<file path="src/rtl/csa_5_to_2_div_2.sv">
// Five-operand carry-save compressor (three 3:2 rows) with a halving, registered sum/carry output.
// Build macro CSA_5_TO_2_ODD_FLAG_EN adds a registered "odd" flag carrying the parity of the sum.
module csa_5_to_2_div_2 #(
  parameter int K = 8
) (
  input  logic         clk,
  input  logic         rst,
  input  logic         ce,
  input  logic         clr,
  input  logic         en,
  input  logic [K-1:0] x1,
  input  logic [K-1:0] x2,
  input  logic [K-1:0] x3,
  input  logic [K-1:0] x4,
  input  logic [K-1:0] x5,
  output logic [K-1:0] s0,
  output logic [K-1:0] s1
`ifdef CSA_5_TO_2_ODD_FLAG_EN
  ,
  output logic         odd
`endif
);

  // Three guard bits hold the full five-operand sum, so cs+cc is exact.
  localparam int W = K + 3;

  function automatic logic [W-1:0] maj(input logic [W-1:0] a,
                                       input logic [W-1:0] b,
                                       input logic [W-1:0] c);
    return (a & b) | (a & c) | (b & c);
  endfunction

  logic [W-1:0] e1, e2, e3, e4, e5;
  logic [W-1:0] as, ac, bs, bc, cs, cc;
  logic [K-1:0] n0, n1;
  logic [K-1:0] s0_q, s0_d, s1_q, s1_d;
  logic         unused_bits;

  assign e1 = {3'b000, x1};
  assign e2 = {3'b000, x2};
  assign e3 = {3'b000, x3};
  assign e4 = {3'b000, x4};
  assign e5 = {3'b000, x5};

  assign as = e1 ^ e2 ^ e3;
  assign ac = maj(e1, e2, e3) << 1;
  assign bs = as ^ ac ^ e4;
  assign bc = maj(as, ac, e4) << 1;
  assign cs = bs ^ bc ^ e5;
  assign cc = maj(bs, bc, e5) << 1;

  // cc[0] is structurally zero, so dropping bit 0 of both vectors halves the sum.
  assign n0 = cs[K:1];
  assign n1 = cc[K:1];

  always_comb begin
    // NOTE: next-state defaults to the current value first; without it the hold paths would infer latches.
    s0_d = s0_q;
    s1_d = s1_q;
    if (ce) begin
      if (clr) begin
        s0_d = '0;
        s1_d = '0;
      end else if (en) begin
        s0_d = n0;
        s1_d = n1;
      end
    end
  end

  always_ff @(posedge clk or posedge rst) begin
    if (rst) begin
      s0_q <= '0;
      s1_q <= '0;
    end else begin
      // NOTE: state registers use non-blocking assignments so every flop samples pre-edge values.
      s0_q <= s0_d;
      s1_q <= s1_d;
    end
  end

  assign s0 = s0_q;
  assign s1 = s1_q;

`ifdef CSA_5_TO_2_ODD_FLAG_EN
  logic odd_q, odd_d;

  always_comb begin
    odd_d = odd_q;
    if (ce) begin
      if (clr)     odd_d = 1'b0;
      else if (en) odd_d = cs[0];
    end
  end

  always_ff @(posedge clk or posedge rst) begin
    if (rst) odd_q <= 1'b0;
    else     odd_q <= odd_d;
  end

  assign odd = odd_q;
  assign unused_bits = ^{cs[W-1:K+1], cc[W-1:K+1], cc[0]};
`else
  assign unused_bits = ^{cs[W-1:K+1], cc[W-1:K+1], cc[0], cs[0]};
`endif

endmodule

</file>
<file path="config.mk">
export PLATFORM = sky130hd
export DESIGN_NAME = csa_5_to_2_div_2
export DESIGN_NICKNAME = d
export VERILOG_FILES = /design/src/rtl/csa_5_to_2_div_2.sv
export SDC_FILE = /design/constraint.sdc
export NUM_CORES = 1
export LEC_CHECK = 0
export CAP_MARGIN = 0
export CELL_PAD_IN_SITES_DETAIL_PLACEMENT = 1
export CELL_PAD_IN_SITES_GLOBAL_PLACEMENT = 2
export CORE_MARGIN = 4
export CORE_UTILIZATION = 24
export CTS_CLUSTER_SIZE = 25
export DETAILED_ROUTE_END_ITERATION = 8
export PLACE_DENSITY = 0.76
export SYNTH_ARGS = -nofsm -noshare
export SYNTH_HDL_FRONTEND = slang
export SYNTH_SLANG_ARGS = --single-unit
</file>
<file path="constraint.sdc">
create_clock -name clk -period 1 [get_ports clk]
set_clock_uncertainty 0.1 [all_clocks]
set_input_delay 0.2 -clock clk [delete_from_list [all_inputs] [get_ports clk]]
set_output_delay 0.2 -clock clk [all_outputs]
set_load 0.02 [all_outputs]
</file>
==> flow_metrics.env, run 1 <==
export IMPL_outcome="complete, but fails checks"
export IMPL_violations="negative setup slack"
export IMPL_syn2layout_area_growth_pct=76.53
export IMPL_mappedNetlistArea_sq_um=1247
export IMPL_synth_most_common_cell="inv_1"
export IMPL_fp_dieH_microns=80.10
export IMPL_maxCapViolCount=0
export IMPL_fin_cells=250
export IMPL_dp_hpwl_microns=3035
export IMPL_globalRouteMet3Util_pct=3.700
export IMPL_crit_fanout=1
export IMPL_path_depth=8
export IMPL_grt_max_degree=17
export IMPL_synthCells=101
export IMPL_final_area_sq_um=2202
export IMPL_cp_top_family="adder cells"
export IMPL_worstPathRequired_ns=1.03
export IMPL_placed_area_sq_um=2044
export IMPL_path_buf_inv=3
export IMPL_fmax_mhz=456.7
export IMPL_grt_antenna_before_repair=0
export IMPL_ir_drop_v=0.0005307
export IMPL_yosysTopAreaCellShare_pct=35.31
export IMPL_nNetsFinal=252
export IMPL_track_usage_pct=11.85
export IMPL_die_width_microns=80.10
export IMPL_endpoint_kind="flip-flop"
export IMPL_max_slew_margin_pct=70.55
export IMPL_met2_usage_pct=23.34
export IMPL_final_layout_size_suffix_gt1_share_pct=52.46
export IMPL_port_buffers=60
export IMPL_switching_share_pct=32.72
export IMPL_intPower_mw=1.926
export IMPL_fin_crit_ns=2.190
export IMPL_final_antenna_net_count=0
export IMPL_clk_pin_slew_ns=0.07
export IMPL_hold_viol=0
export IMPL_slowest_stage="fa_1"
export IMPL_p_per_area_nw_per_um2=1300
export IMPL_first_global_vias=1289
export IMPL_clock_latency_ns=0.25
export IMPL_r2r_end="s1[1]"
export IMPL_num_antenna_cells=0
export IMPL_vias=1055
export IMPL_crit_type="in -> reg"
export IMPL_synth_area_leaders="fa_1 35%, dfrtp_1 32%, inv_1 8.1%"
export IMPL_drt_iter0_markers=15
export IMPL_async_reset_ff_share_pct=100.0
export IMPL_cts_buffers=3
export IMPL_sequentialPowerShare_pct=29.6
export IMPL_rows=25
export IMPL_ctsHtreeMaxLevel=1
export IMPL_routed_wl_microns=3557
export IMPL_startpoint_type="input port"
export IMPL_rrSetupSlack_ns=-0.18
export IMPL_grt_overflow_total=0
export IMPL_top_usage_layer="met2"
export IMPL_crit_path_cell_trace="buf_6 > inv_2 > fa_1 > inv_2 > fa_2 > fa_1 > and2_0 > a221o_1"
export IMPL_io_pins=61
export IMPL_yosys_warnings=0
export IMPL_cp_arrival_ns=2.22
export IMPL_slowest_delay_ns=0.55
export IMPL_first_pass_iters=4
export IMPL_core_area_sq_um=4880
export IMPL_synth_top_area_cell="fa_1"
export IMPL_ys_top_cells_by_count="27 x inv_1, 22 x fa_1, 16 x dfrtp_1"
export IMPL_clock_path_buffers=2
export IMPL_syn_avg_cell_area_sq_um=12.35
export IMPL_synth_seq_cells=16
export IMPL_use_met1_pct=12.00
export IMPL_clkSinkCount=16
export IMPL_p_total_mw=2.863
export IMPL_post_place_ws_ns=-1.925
export IMPL_dp_cells=239
export IMPL_synth_edf_count=0
export IMPL_cts_tree="yes"
export IMPL_setup_violations=32
export IMPL_reg2reg_from="s1[1]"
export IMPL_syn_nets=169
export IMPL_crit_path_start="x3[7]"
export IMPL_remaining_drc_errors=0
export IMPL_viasPerCell=4.220
export IMPL_die_area_sq_um=6415
export IMPL_pwr_share_clk_pct=20.4
export IMPL_crit_path_end="s0[6]"
export IMPL_switchingPower_mw=0.9368
export IMPL_place_congestion=0.6935
export IMPL_synth_cell_type_count=21
export IMPL_hold_path_class="in -> async"
export IMPL_seq_area_frac_synth_pct=32.10
export IMPL_ys_flop_type="dfrtp_1"
export IMPL_fin_crit_sh_pct=219.0
export IMPL_grt_pass1_wl_microns=5802
export IMPL_worst_pin_slew_ns=0.4402
export IMPL_slew_viol_final=0
export IMPL_fin_ws_ns=-1.190
export IMPL_ctsRootBufferMaster="clkbuf_8"
export IMPL_post_drt_wl_per_cell_microns=14.23
export IMPL_rr_worst_depth=3
export IMPL_rsz0062_at_grt="true"
export IMPL_power_leakage_nw=1.084
export IMPL_start_util_pct=25.56
export IMPL_combPwrFrac_pct=50.0
power by group through the flow:
stage	combinational, mW	sequential [mW]	clock [mW]
finish	1.43	0.848	0.583
global route	1.59	0.863	0.625
CTS	1.41	0.851	0.602
detailed placement	1.28	0.836	0
global placement	1.23	0.832	0
floorplan	0.463	0.961	0
what timing repair did:
item	CTS	global route
resized for setup	216	11
setup endpoints to repair	32	32
hold buffers	0	0
setup buffers	4	3
pin swaps	36	27
registers in the layout (all words and copies together), names as in the netlist:
signal / cells
s1: 8
s0: 8
tightest hold or removal path, cell delays in order:
cell and delay (ns):
clkdlybuf4s50_1 0.40, inv_1 0.09, buf_12 0.16
per-stage QoR:
stage | TNS [ns] | hold slack, ns | utilization [%]
2_1_floorplan | -15.67 | 0.01374 | -
3_3_place_gp | -28.19 | 0.3734 | 41.90
3_5_place_dp | -28.89 | 0.3758 | 41.90
4_1_cts | -16.30 | 0.1690 | 43.87
5_1_grt | -16.26 | 0.1788 | 45.13
6_report | -15.18 | 0.1630 | 45.13
cells by family (layout without fill, tap and decap cells):
| family | after synthesis | in the layout | synth area share (%) |
|---|---|---|---|
| buffers and inverters | 28 | 110 | 8.727 |
| adders and majority gates | 23 | 23 | 36.31 |
| AOI/OAI and AO/OA | 17 | 17 | 12.34 |
| DFF | 16 | 16 | 32.10 |
| and+or+nand+nor | 16 | 16 | 9.829 |
| xor gates and xnor gates | 1 | 1 | 0.7022 |
cell usage in the layout, fill, tap and decap left out, types with 2 or more instances in the layout:
master	Yosys	layout
and2_0	2	2
buf_4	1	18
clkbuf_8	0	4
fa_2	0	11
nor2b_1	5	5
a211o_1	3	3
a221o_1	3	3
buf_8	0	2
inv_2	0	9
dfrtp_1	16	16
and2b_1	2	2
dlygate4sd2_1	0	2
buf_2	0	13
clkdlybuf4s50_1	0	17
buf_6	0	25
a22o_1	3	3
fa_1	22	11
and4bb_1	2	2
inv_1	27	16
o2bb2ai_2	0	5
how the worst min path moves through the flow:
stage,slack (ns),start,depth (start not counted),to
6_report,0.16,rst,3,s1[5]
5_1_grt,0.18,rst,3,s0[3]
4_1_cts,0.17,rst,3,s0[5]
3_5_place_dp,0.38,s0[1],1,s0[1]
3_3_place_gp,0.37,s0[1],1,s0[1]
2_1_floorplan,0.01,rst,1,s0[0]
area by class of cell:
type                            count  area (sq um)
Inverter                           27         111.4
Timing Repair Buffer               79         732.0
Tap cell                           67         83.83
Multi-Input combinational cell     57         819.5
Sequential cell                    16         400.4
Fill cell                         548          2678
Clock buffer                        4         55.05
metal layers:
layer | up-vias | wire length [microns]
li1 | 490 | -
met1 | 523 | 1239
met2 | 38 | 2027
met3 | 4 | 272
met4 | 0 | 17
met5 | - | 0
Power figures use the tool's default switching activity.
==> run 2, diff against run 1 <==
--- a/config.mk
+++ b/config.mk
@@ -8,7 +8,6 @@
 export CAP_MARGIN = 0
 export CELL_PAD_IN_SITES_DETAIL_PLACEMENT = 1
 export CELL_PAD_IN_SITES_GLOBAL_PLACEMENT = 2
-export CORE_MARGIN = 4
 export CORE_UTILIZATION = 24
 export CTS_CLUSTER_SIZE = 25
 export DETAILED_ROUTE_END_ITERATION = 8
==> flow_metrics.env, run 2 (synthesized netlist as in run 1, its figures left out) <==
export IMPL_vias=1054
export IMPL_fillCellCount=532
export IMPL_fp_dieH_microns=74.10
export IMPL_core_area_sq_um=4848
export IMPL_hold_path_class="in -> async"
export IMPL_rsz0062_at_grt="true"
export IMPL_crit_fanout=1
export IMPL_first_global_vias=1216
export IMPL_io_pins=61
export IMPL_worst_pin_slew_ns=0.4670
export IMPL_ctsRootBufferMaster="clkbuf_8"
export IMPL_routed_wl_microns=3457
export IMPL_cts_tree="yes"
export IMPL_p_per_area_nw_per_um2=1297
export IMPL_grt_max_degree=17
export IMPL_sequentialPowerShare_pct=28.9
export IMPL_fin_crit_sh_pct=219.5
export IMPL_port_buffers=60
export IMPL_maxUsedRoutingLayer="met3"
export IMPL_track_usage_pct=13.60
export IMPL_final_antenna_net_count=0
export IMPL_combPwrFrac_pct=50.9
export IMPL_nNetsFinal=254
export IMPL_final_cell_mix="29 x buf_6, 20 x buf_4, 17 x clkdlybuf4s50_1"
export IMPL_start_util_pct=25.73
export IMPL_dp_hpwl_microns=2884
export IMPL_post_drt_wl_per_cell_microns=13.72
export IMPL_drt_met1_wl_microns=1253
export IMPL_cp_arrival_ns=2.23
export IMPL_num_antenna_cells=0
export IMPL_grt_pass1_wl_microns=5547
export IMPL_worstPathRequired_ns=1.03
export IMPL_placed_area_sq_um=2059
export IMPL_endpoint_kind="flip-flop"
export IMPL_violations="negative setup slack"
export IMPL_cts_buffers=3
export IMPL_pwr_share_clk_pct=20.3
export IMPL_max_slew_margin_pct=68.75
export IMPL_grt_overflow_total=0
export IMPL_switchingPower_mw=0.9539
export IMPL_first_pass_iters=2
export IMPL_rows=25
export IMPL_clk_pin_slew_ns=0.07
export IMPL_fmax_mhz=455.6
export IMPL_ctsHtreeMaxLevel=1
export IMPL_final_layout_size_suffix_gt1_share_pct=55.14
export IMPL_clock_latency_ns=0.25
export IMPL_setup_violations=32
export IMPL_place_congestion=0.7585
export IMPL_remaining_drc_errors=0
export IMPL_ir_drop_v=0.0004332
export IMPL_p_total_mw=2.915
export IMPL_syn2layout_area_growth_pct=80.14
export IMPL_crit_type="in -> reg"
export IMPL_met2WireLength_microns=1927
export IMPL_met3WireLength_microns=276
export IMPL_grt_antenna_before_repair=0
export IMPL_hold_viol=0
export IMPL_intPower_mw=1.961
export IMPL_startpoint_type="input port"
export IMPL_switching_share_pct=32.72
export IMPL_final_area_sq_um=2247
export IMPL_drt_iter0_markers=22
export IMPL_fin_ws_ns=-1.195
export IMPL_viasPerCell=4.183
export IMPL_outcome="complete, but fails checks"
export IMPL_clkSinkCount=16
export IMPL_rrSetupSlack_ns=-0.18
export IMPL_power_leakage_nw=1.109
export IMPL_fin_crit_ns=2.195
export IMPL_layout_commonest_cell="buf_6"
export IMPL_clock_path_buffers=2
export IMPL_die_width_microns=74.10
export IMPL_maxCapViolCount=0
export IMPL_slew_viol_final=0
export IMPL_die_area_sq_um=5490
-- run 2: cell count changes in the layout (fill, tap and decap cells not counted), sizes merged --
cell | before | now
dlymetal6s2s | 1 | 2
buf | 59 | 61
dlygate4sd2 | 2 | 1
-- run 2: path summary, 6_finish.rpt --
check,endpoint,cells past startpoint,from
worst max register to register,s1[7],3,s1[7]
max in group asynchronous,s1[0],3,rst
min in group clk,s1[0],4,ce
worst min register to register,s0[7],1,s0[7]
worst min-delay path,s1[4],3,rst
worst max-delay path,s0[6],8,x3[7]
-- run 2: timing repair --
item	CTS	global route
pin swaps	38	30
gates resized for setup	223	12
hold buffers	0	0
endpoints found under the setup margin	32	32
buffers inserted	4	3
-- run 2: through the flow --
| stage | setup TNS, ns | worst slack [ns] | utilization, % | hold slack, ns | std cells |
|---|---|---|---|---|---|
| floorplan | -15.67 | -1.351 | - | 0.01374 | 101 |
| global placement | -28.10 | -1.841 | 42.48 | 0.3736 | 241 |
| detailed placement | -28.83 | -1.923 | 42.48 | 0.3852 | 241 |
| CTS | -16.56 | -1.211 | 44.72 | 0.1654 | 249 |
| global route | -16.40 | -1.246 | 46.35 | 0.1863 | 252 |
| finish | -15.27 | -1.195 | 46.35 | 0.1621 | 252 |
-- run 2: metal layers --
layer  vias up  track usage (%)
met5         -                0
met4         0            2.564
met3         0            3.930
met2        38            25.35
met1       523            15.43
li1        493                -
-- run 2: area by class of cell --
type | count | area [sq um] | area share (%)
Sequential cell | 16 | 400.4 | 17.82
Inverter | 27 | 108.9 | 4.844
Clock buffer | 4 | 55.05 | 2.450
Timing Repair Buffer | 81 | 765.7 | 34.08
Tap cell | 67 | 83.83 | 3.731
Multi-Input combinational cell | 57 | 833.3 | 37.08
-- run 2: critical path: stages --
cell     delay (ns)
buf_6          0.07
inv_2          0.03
fa_1           0.52
inv_1          0.05
fa_2           0.52
fa_1           0.40
and2_4         0.14
a221o_1        0.29
-- run 2: power groups by stage --
stage | registers, mW | logic, mW | clock network, mW
after floorplan | 0.961 | 0.463 | 0
after global placement | 0.831 | 1.24 | 0
after detailed placement | 0.832 | 1.29 | 0
after CTS | 0.846 | 1.45 | 0.607
after global routing | 0.856 | 1.64 | 0.651
final | 0.841 | 1.48 | 0.591
